--- src/rtl/mdu.sv ---
`default_nettype none
//==============================================================================
// Module      : mdu
// Description : Iterative multiply/divide unit with HI/LO result registers.
//               MULT/MULTU use shift-add on a 64-bit accumulator; DIV/DIVU use
//               restoring division (remainder in the upper half of the same
//               accumulator, dividend/quotient in the lower half). Signed
//               operations run on magnitudes, and the signs are applied in a
//               final FIX cycle. MTHI/MTLO write HI/LO directly while idle.
//
// Ports       : clk    - clock, all state updates on posedge
//               rst_n  - asynchronous active-low reset
//               start  - launch op (sampled only when busy=0)
//               op     - 00 MULTU, 01 MULT, 10 DIVU, 11 DIV
//               A, B   - rs / rt operands
//               hi_wr  - MTHI strobe (HI <= wd), idle only
//               lo_wr  - MTLO strobe (LO <= wd), idle only
//               wd     - MTHI/MTLO data
//               busy   - operation in progress
//               HI, LO - result registers
//
// Options     : MDU_FAST_MUL_EN - when defined, MULT/MULTU finish with a
//               single-cycle combinational multiply (busy high 1 cycle);
//               divides keep the iterative 33-cycle path.
//
// Revision    : 1.0 - initial release
//==============================================================================
module mdu #(
    parameter int XLEN = 32
) (
    input  logic            clk,
    input  logic            rst_n,
    input  logic            start,
    input  logic [1:0]      op,
    input  logic [XLEN-1:0] A,
    input  logic [XLEN-1:0] B,
    input  logic            hi_wr,
    input  logic            lo_wr,
    input  logic [XLEN-1:0] wd,
    output logic            busy,
    output logic [XLEN-1:0] HI,
    output logic [XLEN-1:0] LO
);

    localparam int CW = $clog2(XLEN);

    localparam logic [1:0] c_IDLE = 2'd0;
    localparam logic [1:0] c_CALC = 2'd1;
    localparam logic [1:0] c_FIX  = 2'd2;
`ifdef MDU_FAST_MUL_EN
    localparam logic [1:0] c_FAST = 2'd3;
`endif

    localparam logic [CW-1:0] c_LAST_STEP = CW'(XLEN - 1);

    logic [1:0]        r_state;
    logic [1:0]        w_next;
    logic [CW-1:0]     r_cnt;
    logic              r_div;     // latched op[1]: divide vs multiply
    logic              r_sa;      // sign of A (signed ops only)
    logic              r_sb;      // sign of B (signed ops only)
    logic [XLEN-1:0]   r_a;       // |A|: multiplicand, and source of HI on /0
    logic [XLEN-1:0]   r_b;       // |B|: divisor
    logic [2*XLEN-1:0] r_acc;     // mul: {product hi, multiplier/product lo}
                                  // div: {remainder, dividend/quotient}
    logic [XLEN-1:0]   r_hi;
    logic [XLEN-1:0]   r_lo;

    logic              w_sa;
    logic              w_sb;
    logic [XLEN-1:0]   w_mag_a;
    logic [XLEN-1:0]   w_mag_b;
    logic [XLEN:0]     w_mul_sum;
    logic [2*XLEN-1:0] w_mul_next;
    logic [XLEN:0]     w_rem_sh;
    logic [XLEN:0]     w_rem_sub;
    logic [2*XLEN-1:0] w_div_next;
    logic [2*XLEN-1:0] w_prod;
    logic [XLEN-1:0]   w_hi_res;
    logic [XLEN-1:0]   w_lo_res;

    // Magnitudes: negating 0x80000000 yields 0x80000000, which is the
    // correct unsigned magnitude, so no special case is needed.
    assign w_sa    = op[0] & A[XLEN-1];
    assign w_sb    = op[0] & B[XLEN-1];
    assign w_mag_a = w_sa ? -A : A;
    assign w_mag_b = w_sb ? -B : B;

    // Shift-add step: the carry out of the upper-half add becomes the new
    // MSB as the accumulator shifts right.
    assign w_mul_sum  = {1'b0, r_acc[2*XLEN-1:XLEN]} + (r_acc[0] ? {1'b0, r_a} : '0);
    assign w_mul_next = {w_mul_sum, r_acc[XLEN-1:1]};

    // Restoring step: the remainder stays below the divisor, so the shifted
    // value fits 33 bits and bit 32 of the difference is a clean borrow.
    assign w_rem_sh   = {r_acc[2*XLEN-1:XLEN], r_acc[XLEN-1]};
    assign w_rem_sub  = w_rem_sh - {1'b0, r_b};
    assign w_div_next = w_rem_sub[XLEN] ? {w_rem_sh[XLEN-1:0], r_acc[XLEN-2:0], 1'b0}
                                        : {w_rem_sub[XLEN-1:0], r_acc[XLEN-2:0], 1'b1};

    // Sign fix-up applied during the FIX cycle.
    always_comb begin
        w_prod   = (r_sa ^ r_sb) ? -r_acc : r_acc;
        w_hi_res = w_prod[2*XLEN-1:XLEN];
        w_lo_res = w_prod[XLEN-1:0];
        if (r_div) begin
            if (r_b == '0) begin
                // Divide by zero: all-ones quotient, HI gets the original A.
                w_lo_res = '1;
                w_hi_res = r_sa ? -r_a : r_a;
            end else begin
                w_lo_res = (r_sa ^ r_sb) ? -r_acc[XLEN-1:0] : r_acc[XLEN-1:0];
                w_hi_res = r_sa ? -r_acc[2*XLEN-1:XLEN] : r_acc[2*XLEN-1:XLEN];
            end
        end
    end

`ifdef MDU_FAST_MUL_EN
    logic [2*XLEN-1:0] w_fast_ax;
    logic [2*XLEN-1:0] w_fast_bx;
    logic [2*XLEN-1:0] w_fast_prod;

    // Sign-extend for MULT, zero-extend for MULTU; the low 64 bits of the
    // product are then correct for both.
    assign w_fast_ax   = {{XLEN{op[0] & A[XLEN-1]}}, A};
    assign w_fast_bx   = {{XLEN{op[0] & B[XLEN-1]}}, B};
    assign w_fast_prod = w_fast_ax * w_fast_bx;
`endif

    // State register.
    always_ff @(posedge clk or negedge rst_n) begin
        if (!rst_n) begin
            r_state <= c_IDLE;
        end else begin
            r_state <= w_next;
        end
    end

    // Next-state logic.
    always_comb begin
        w_next = r_state;
        case (r_state)
            c_IDLE: begin
                if (start) begin
                    w_next = c_CALC;
`ifdef MDU_FAST_MUL_EN
                    if (!op[1]) begin
                        w_next = c_FAST;
                    end
`endif
                end
            end
            c_CALC: begin
                if (r_cnt == c_LAST_STEP) begin
                    w_next = c_FIX;
                end
            end
            c_FIX:   w_next = c_IDLE;
            default: w_next = c_IDLE;
        endcase
    end

    // Datapath and result registers.
    always_ff @(posedge clk or negedge rst_n) begin
        if (!rst_n) begin
            r_cnt <= '0;
            r_div <= 1'b0;
            r_sa  <= 1'b0;
            r_sb  <= 1'b0;
            r_a   <= '0;
            r_b   <= '0;
            r_acc <= '0;
            r_hi  <= '0;
            r_lo  <= '0;
        end else begin
            case (r_state)
                c_IDLE: begin
                    if (hi_wr) begin
                        r_hi <= wd;
                    end
                    if (lo_wr) begin
                        r_lo <= wd;
                    end
                    if (start) begin
                        r_cnt <= '0;
                        r_div <= op[1];
                        r_sa  <= w_sa;
                        r_sb  <= w_sb;
                        r_a   <= w_mag_a;
                        r_b   <= w_mag_b;
                        r_acc <= {{XLEN{1'b0}}, (op[1] ? w_mag_a : w_mag_b)};
`ifdef MDU_FAST_MUL_EN
                        // Result overrides a same-cycle MTHI/MTLO.
                        if (!op[1]) begin
                            r_hi <= w_fast_prod[2*XLEN-1:XLEN];
                            r_lo <= w_fast_prod[XLEN-1:0];
                        end
`endif
                    end
                end
                c_CALC: begin
                    r_cnt <= r_cnt + 1'b1;
                    r_acc <= r_div ? w_div_next : w_mul_next;
                end
                c_FIX: begin
                    r_hi <= w_hi_res;
                    r_lo <= w_lo_res;
                end
                default: begin
                end
            endcase
        end
    end

    assign busy = (r_state != c_IDLE);
    assign HI   = r_hi;
    assign LO   = r_lo;

endmodule
`default_nettype wire

--- config.mk ---
export PLATFORM = sky130hd
export DESIGN_NAME = mdu
export DESIGN_NICKNAME = d
export VERILOG_FILES = /design/src/rtl/mdu.sv
export SDC_FILE = /design/constraint.sdc
export NUM_CORES = 1
export LEC_CHECK = 0
export ABC_AREA = 1
export BUFFER_PORTS_ARGS = -buffer_cell sky130_fd_sc_hd__buf_2
export CAP_MARGIN = 30
export CORE_MARGIN = 2
export CORE_UTILIZATION = 25
export DETAILED_ROUTE_END_ITERATION = 10
export HOLD_SLACK_MARGIN = 0.15
export PLACE_DENSITY = 0.47
export SLEW_MARGIN = 20
export SYNTH_ARGS = -nofsm -noshare
export SYNTH_HDL_FRONTEND = slang
export SYNTH_SLANG_ARGS = --single-unit
--- constraint.sdc ---
create_clock -name clk -period 3.1 [get_ports clk]
set_clock_uncertainty 0.1 [all_clocks]
set_input_delay 0.31 -clock clk [delete_from_list [all_inputs] [get_ports clk]]
set_output_delay 0.31 -clock clk [all_outputs]
set_load 0.05 [all_outputs]
==> metrics.txt, run 1 <==
CP max FO=29; first-pass GRT wire length=around 150000 um; min-delay src=B[9]; Max Slew Vio Count=0; vias in the first global route=23000; Synth top cells by count=1157 x nand2_1, 494 x nor2_1, 441 x inv_1; Worst Setup Start Kind=register; worst min path class=primary input to register; Yosys top cell area share=about 24%; die area=about 0.086 mm^2; Design Power=between 0.03 and 0.04 W; Worst-Margin Slew=a little under 0.9 ns; fillers=between 9000 and 10000; max incr delay on CP=around 0.43 ns; clk slew on worst S/H paths=around 0.060 ns; most repeated library cell on the critical path=nand2_1; final net count=roughly 4100; DRT antenna net count=0; Wirelength per Cell=19.9 um; Post-synth EDFFs=0; crit end category=register; Buf+Inv Stages, Crit Path=4; met3 Use GR=under 10%; syn avg cell area=approximately 5.7 um^2; slowest CP cell=dfrtp_1; Post-Synth XOR/XNOR Area=3.63%; achievable frequency=about 340 MHz; diodes inserted=0; top cells by area, synth=dfrtp_1 24%, nand2_1 21%, nand3_1 9.2%; clk_lat worst skew=between 0.5 and 0.6 ns; period utilization=between 90% and 100%; simple-gate area share of the yosys netlist=43.1%; PortBufs=about 170; Starting Density=25.2%; required time of the critical path=3.49 ns; Final min period=between 2 and 3 ns; Reg-to-Reg Start=r_acc[0]; largest net degree at the start of global routing=120; Pleak=~13 nW; Seq cells post-synth=roughly 200; clk sinks=between 200 and 250; post-synthesis adder-cell area fraction=~4.4%; post-CTS setup buffers=0; mapped cell area=about 0.021 mm^2; CP arrival=approximately 3.3 ns; Iter 0 DRT Violations=between 2000 and 2500; critical path class=register to register; Die Span X=slightly below 300 um; clk buf depth=3; layout cell share with drive strength beyond 1=under 10%; 1st-pass router iterations=5; Synth Instances=between 3000 and 4000; VDD IR max=around 0.63 mV; CTS Root Buffer Type=clkbuf_16; initial antenna violation count=2; GR Util met1=between 30 and 40%; H-tree Lvls=1; Final setup viols=0; CTS resizes=0; RSZ-0062 raised after global routing=no; CP top delay family=simple AND/OR/NAND/NOR gates; Placement Setup Slack=between 0.2 and 0.25 ns; Post-Syn Nets=3840; ys async rst share=100%; DRC errors left=0; GRT Util Overall=between 20 and 25%; leading area contributor after synthesis=dfrtp_1; MaxCap Viol Count=0; setup TNS=0 ns; Worst Reg-to-Reg Cells=16; PwrDens=approximately 1300 mW/mm^2; sequential area share after synthesis=roughly a quarter; final-report hold violation count=0; flop2flop setup slack=around 0.19 ns; relative slew slack=around 41%; mux cell area share after synthesis=0%; Total Routed Length=99800 um; routability cong.=0.964; DR vias/cell=4.94; met2 Resource Use GR=approximately 37%; reg2reg end=r_acc[63]; Rows=106; DR vias=between 20000 and 25000; TritonCTS clock tree=yes; CTS Buf Count=25; IO Pins=between 150 and 200; P&R area growth vs syn=20.5%; Hold Path Depth=4; final setup margin=~0.19 ns; Unique masters post-synth=49; Main synth FF type=dfrtp_1; synth warn=0; grt total ovfl=0; most frequent cell after synthesis=nand2_1; CP Cell Sequence=buf_4 > nand2_1 > inv_1 > ha_1 > nand2_1 > nor2_1 > inv_1 > nor3_1 > nand3_1 > nand3_1 > nand3_1 > nand3_1 > nand2_1 > inv_1 > nand2_1 > nand2_1; Die Ht=294 um; Hold Path End=r_b[9]; gr busiest metal=met2; status=finished, final reports clean; compound-gate portion of the synthesized area=roughly 14%; core box area=between 0.08 and 0.09 mm^2; combinational family with the most area after synthesis=simple AND/OR/NAND/NOR gates; post-DP HPWL=~81000 um
metal layers:
metal / vias to the layer above / wire, um
li1: 12300 / -
met1: 11600 / 45300
met2: 783 / 45800
met3: 132 / 5140
met4: 4 / 3540
met5: - / 22
worst max path at each step:
stage	cells past startpoint	end	startpoint	slack (ns)
floorplan	19	r_acc[59]	r_acc[0]	0.46
global placement	17	r_acc[61]	r_acc[32]	0.26
detailed placement	17	r_acc[61]	r_acc[32]	0.22
CTS	17	r_acc[61]	r_acc[32]	0.21
global route	17	r_acc[58]	r_acc[31]	0.007
finish	16	r_acc[63]	r_acc[0]	0.19
per-stage QoR:
| step | hold slack (ns) | cell area, um^2 | cells | util, % |
|---|---|---|---|---|
| after floorplan | -0.0856 | 21000 | 3664 | - |
| after global placement | 0.238 | 23600 | 4897 | 28.3 |
| after detailed placement | 0.235 | 23600 | 4897 | 28.3 |
| after CTS | 0.165 | 25300 | 5027 | 30.3 |
| after global routing | 0.206 | 25300 | 5027 | 30.3 |
| final | 0.189 | 25300 | 5027 | 30.3 |
kinds of logic after synthesis:
kind of cell,after synthesis
fa+ha+maj,73
simple gates,2180
flops,202
compound gates,546
xor+xnor,87
buf+inv,576
power breakdown:
group / internal (W) / switching (W)
Combinational: 0.00755 / 0.0168
Sequential: 0.00402 / 0.00148
Clock: 0.00187 / 0.00130
Total: 0.0134 / 0.0196
state kept, by name, summed over array words and instances (netlist names):
name and count:
HI 32, r_b 32, r_cnt 5, r_state 2, r_sa 1, r_sb 1
r_a 32, r_acc 64, r_div 1, LO 32
worst reg2reg max path, stage by stage (launching register included):
cell	delay, ns
dfrtp_1	0.43
buf_4	0.25
nand2_1	0.12
inv_1	0.05
ha_1	0.36
nand2_1	0.14
nor2_1	0.16
inv_1	0.10
nor3_1	0.34
nand3_1	0.25
nand3_1	0.19
nand3_1	0.08
nand3_1	0.08
nand2_1	0.05
inv_1	0.06
nand2_1	0.04
nand2_1	0.05
timing repair:
item                                   CTS  global route
endpoints found under the hold margin  189             0
setup endpoints to repair                0             0
hold buffers                            85             0
area by class of cell:
cell class	count	area (um^2)	area share, %
well taps	1080	1350	5.34
inverters	449	1690	6.66
repair buffers	365	2630	10.4
clock inverters	11	141	0.559
clock buffers	34	719	2.84
flip-flops and latches	202	5060	20.0
multi-input cells	2886	13700	54.2
layout by cell type, fill, tap and decap left out, types with 5 or more instances in the layout:
master / n
inv_1: 440
nand3_1: 386
dlygate4sd3_1: 85
nand4_1: 48
clkbuf_8: 6
xnor2_1: 19
nand2_1: 1157
nand2_2: 14
nor2_4: 6
o21bai_1: 11
nor3_1: 20
nor2_1: 492
buf_4: 106
o21ai_2: 5
a21oi_1: 216
clkbuf_16: 25
buf_12: 7
xor2_1: 68
inv_2: 9
o211ai_1: 11
a21boi_0: 10
buf_2: 166
a31oi_1: 29
o21ai_0: 222
nor2_2: 10
a22oi_1: 9
ha_1: 71
or2_2: 15
o21ai_1: 16
nand3b_1: 22
dfrtp_1: 200
(Power assumes the default switching activity.)
==> inputs of run 2 (changes only) <==
--- a/config.mk
+++ b/config.mk
@@ -12,6 +12,7 @@
 export CORE_UTILIZATION = 25
 export DETAILED_ROUTE_END_ITERATION = 10
 export HOLD_SLACK_MARGIN = 0.15
+export MAX_ROUTING_LAYER = met4
 export PLACE_DENSITY = 0.47
 export SLEW_MARGIN = 20
 export SYNTH_ARGS = -nofsm -noshare
==> metrics.txt, run 2 (synthesis results as in run 1) <==
status=finished, final reports clean; CTS Buf Count=25; final instance area=about 0.025 mm^2; final net count=just over 4000; initial antenna violation count=0; Final min period=2.92 ns; clk sinks=approximately 200; PwrDens=1310 mW/mm^2; Wirelength per Cell=approximately 20 um; 1st-pass router iterations=6; CP max FO=26; Finished Core Util=between 30% and 40%; critical path class=register to register; Max Slew Vio Count=0; H-tree Lvls=1; relative slew slack=~36%; GRT Util Overall=between 20% and 30%; CTS Root Buffer Type=clkbuf_16; grt total ovfl=0; first-pass GRT wire length=about 150000 um; Worst-Margin Slew=0.964 ns; commonest non-fill, non-tap cell in the layout=nand2_1; slowest CP cell=dfrtp_1; die area=about 0.086 mm^2; vias in the first global route=around 23000; Pleak=12.6 nW; Starting Density=between 20% and 30%; MaxCap Viol Count=0; DRC errors left=0; CP top delay family=simple AND/OR/NAND/NOR gates; largest net degree at the start of global routing=120; DR vias/cell=~4.9; PortBufs=167; max incr delay on CP=0.45 ns; achievable frequency=between 300 and 400 MHz; final-report hold violation count=0; Hold Worst Slack=0.182 ns; worst min path class=primary input to register; VDD IR max=a little over 0.6 mV; layout cell share with drive strength beyond 1=9.85%; CP arrival=3.31 ns; setup TNS=0 ns; Worst Setup Start Kind=register; Final setup viols=0; period utilization=between 90% and 100%; post-DP HPWL=~82000 um; Rows=106; DR vias=about 25000; Die Span X=approximately 300 um; Design Power=~0.033 W; clk slew on worst S/H paths=roughly 0.060 ns; Top reg by flops=r_acc; P&R area growth vs syn=20.4%; Buf+Inv Stages, Crit Path=2; clk_lat worst skew=between 0.5 and 0.6 ns; RSZ-0062 raised after global routing=no; Iter 0 DRT Violations=2284; clk buf depth=3; Total Routed Length=100000 um; IO Pins=168; crit end category=register; core box area=approximately 0.083 mm^2; placed instance area=~0.024 mm^2; post-CTS setup buffers=0; commonest non-fill, non-tap cells in the layout=1157 x nand2_1, 492 x nor2_1, 440 x inv_1; TritonCTS clock tree=yes; required time of the critical path=around 3.5 ns; max reg flops=between 60 and 70; Die Ht=just under 300 um; CP Cell Sequence=inv_1 > ha_1 > fa_1 > inv_1 > nand2_1 > nand2_1 > nand3_1 > nand2_2 > nand2_1 > nand2_2 > nand2_2 > nand2_2 > nand2_2 > nand2_4 > nand3_1 > nand3_1 > nand2_1 > nand2_1; DRT antenna net count=0; routability cong.=approximately 0.97
## run 2: cell types whose count changed in the layout (fill, tap and decap cells not counted)
cell        before  now
bufinv_16        3    2
clkinv_2         4    7
o21bai_1        11   10
buf_4          106  107
buf_12           7    8
diode_2          0    2
clkinvlp_4       3    2
clkbuf_1         3    4
o21bai_2         0    1
inv_6            1    0
clkbuf_8         6    4
## run 2: layer usage
layer	track usage, %	vias up	routed length (um)	part of all wire [%]
met3	1.50	90	4650	4.6
met2	37.5	742	46400	46
met5	-	-	0	0
met4	5.75	0	2630	2.6
met1	31.9	11700	46500	46
li1	-	12300	-	-
## run 2: final timing paths
check | depth (start not counted) | from | to | slack, ns
max | 18 | r_acc[31] | r_acc[57] | 0.18
min | 5 | B[11] | r_b[11] | 0.18
max reg2reg | 18 | r_acc[31] | r_acc[57] | 0.18
min reg2reg | 2 | r_b[21] | r_b[21] | 0.39
max in group asynchronous | 3 | rst_n | r_acc[61] | 1.87
min in group asynchronous | 2 | rst_n | HI[19] | 0.22
## run 2: cell type report
cell class / count / area [um^2]
Fill cell: 9499 / 58100
Multi-Input combinational cell: 2886 / 13700
Sequential cell: 202 / 5060
Timing Repair Buffer: 367 / 2660
Inverter: 449 / 1690
Tap cell: 1080 / 1350
Clock buffer: 33 / 696
Clock inverter: 11 / 110
Antenna cell: 2 / 5.00
## run 2: stage by stage
stage | instances | setup slack [ns]
global placement | 4899 | 0.173
CTS | 5028 | 0.194
global route | 5028 | 0.00839
detailed placement | 4899 | 0.198
finish | 5030 | 0.179
floorplan | 3664 | 0.455
## run 2: timing repair
| action | CTS | global route |
|---|---|---|
| gates resized for setup | 0 | 1 |
| endpoints found under the setup margin | 0 | 1 |
| hold buffers | 85 | 0 |
| hold endpoints to repair | 238 | 0 |
## run 2: power by group
| part | switching [W] | leakage [nW] | internal (W) |
|---|---|---|---|
| sequential | 0.00154 | 2.34 | 0.00402 |
| combinational | 0.0169 | 9.89 | 0.00757 |
| clock | 0.00128 | 0.398 | 0.00174 |
| total | 0.0197 | 12.6 | 0.0133 |
## run 2: worst reg2reg max path: cells and delay by family (launching register included)
kind	cells	cell delay (ns)
AND/OR/NAND/NOR	14	1.51
adder cells (fa/ha/maj)	2	0.61
flip-flops	1	0.45
buffers and inverters	2	0.20
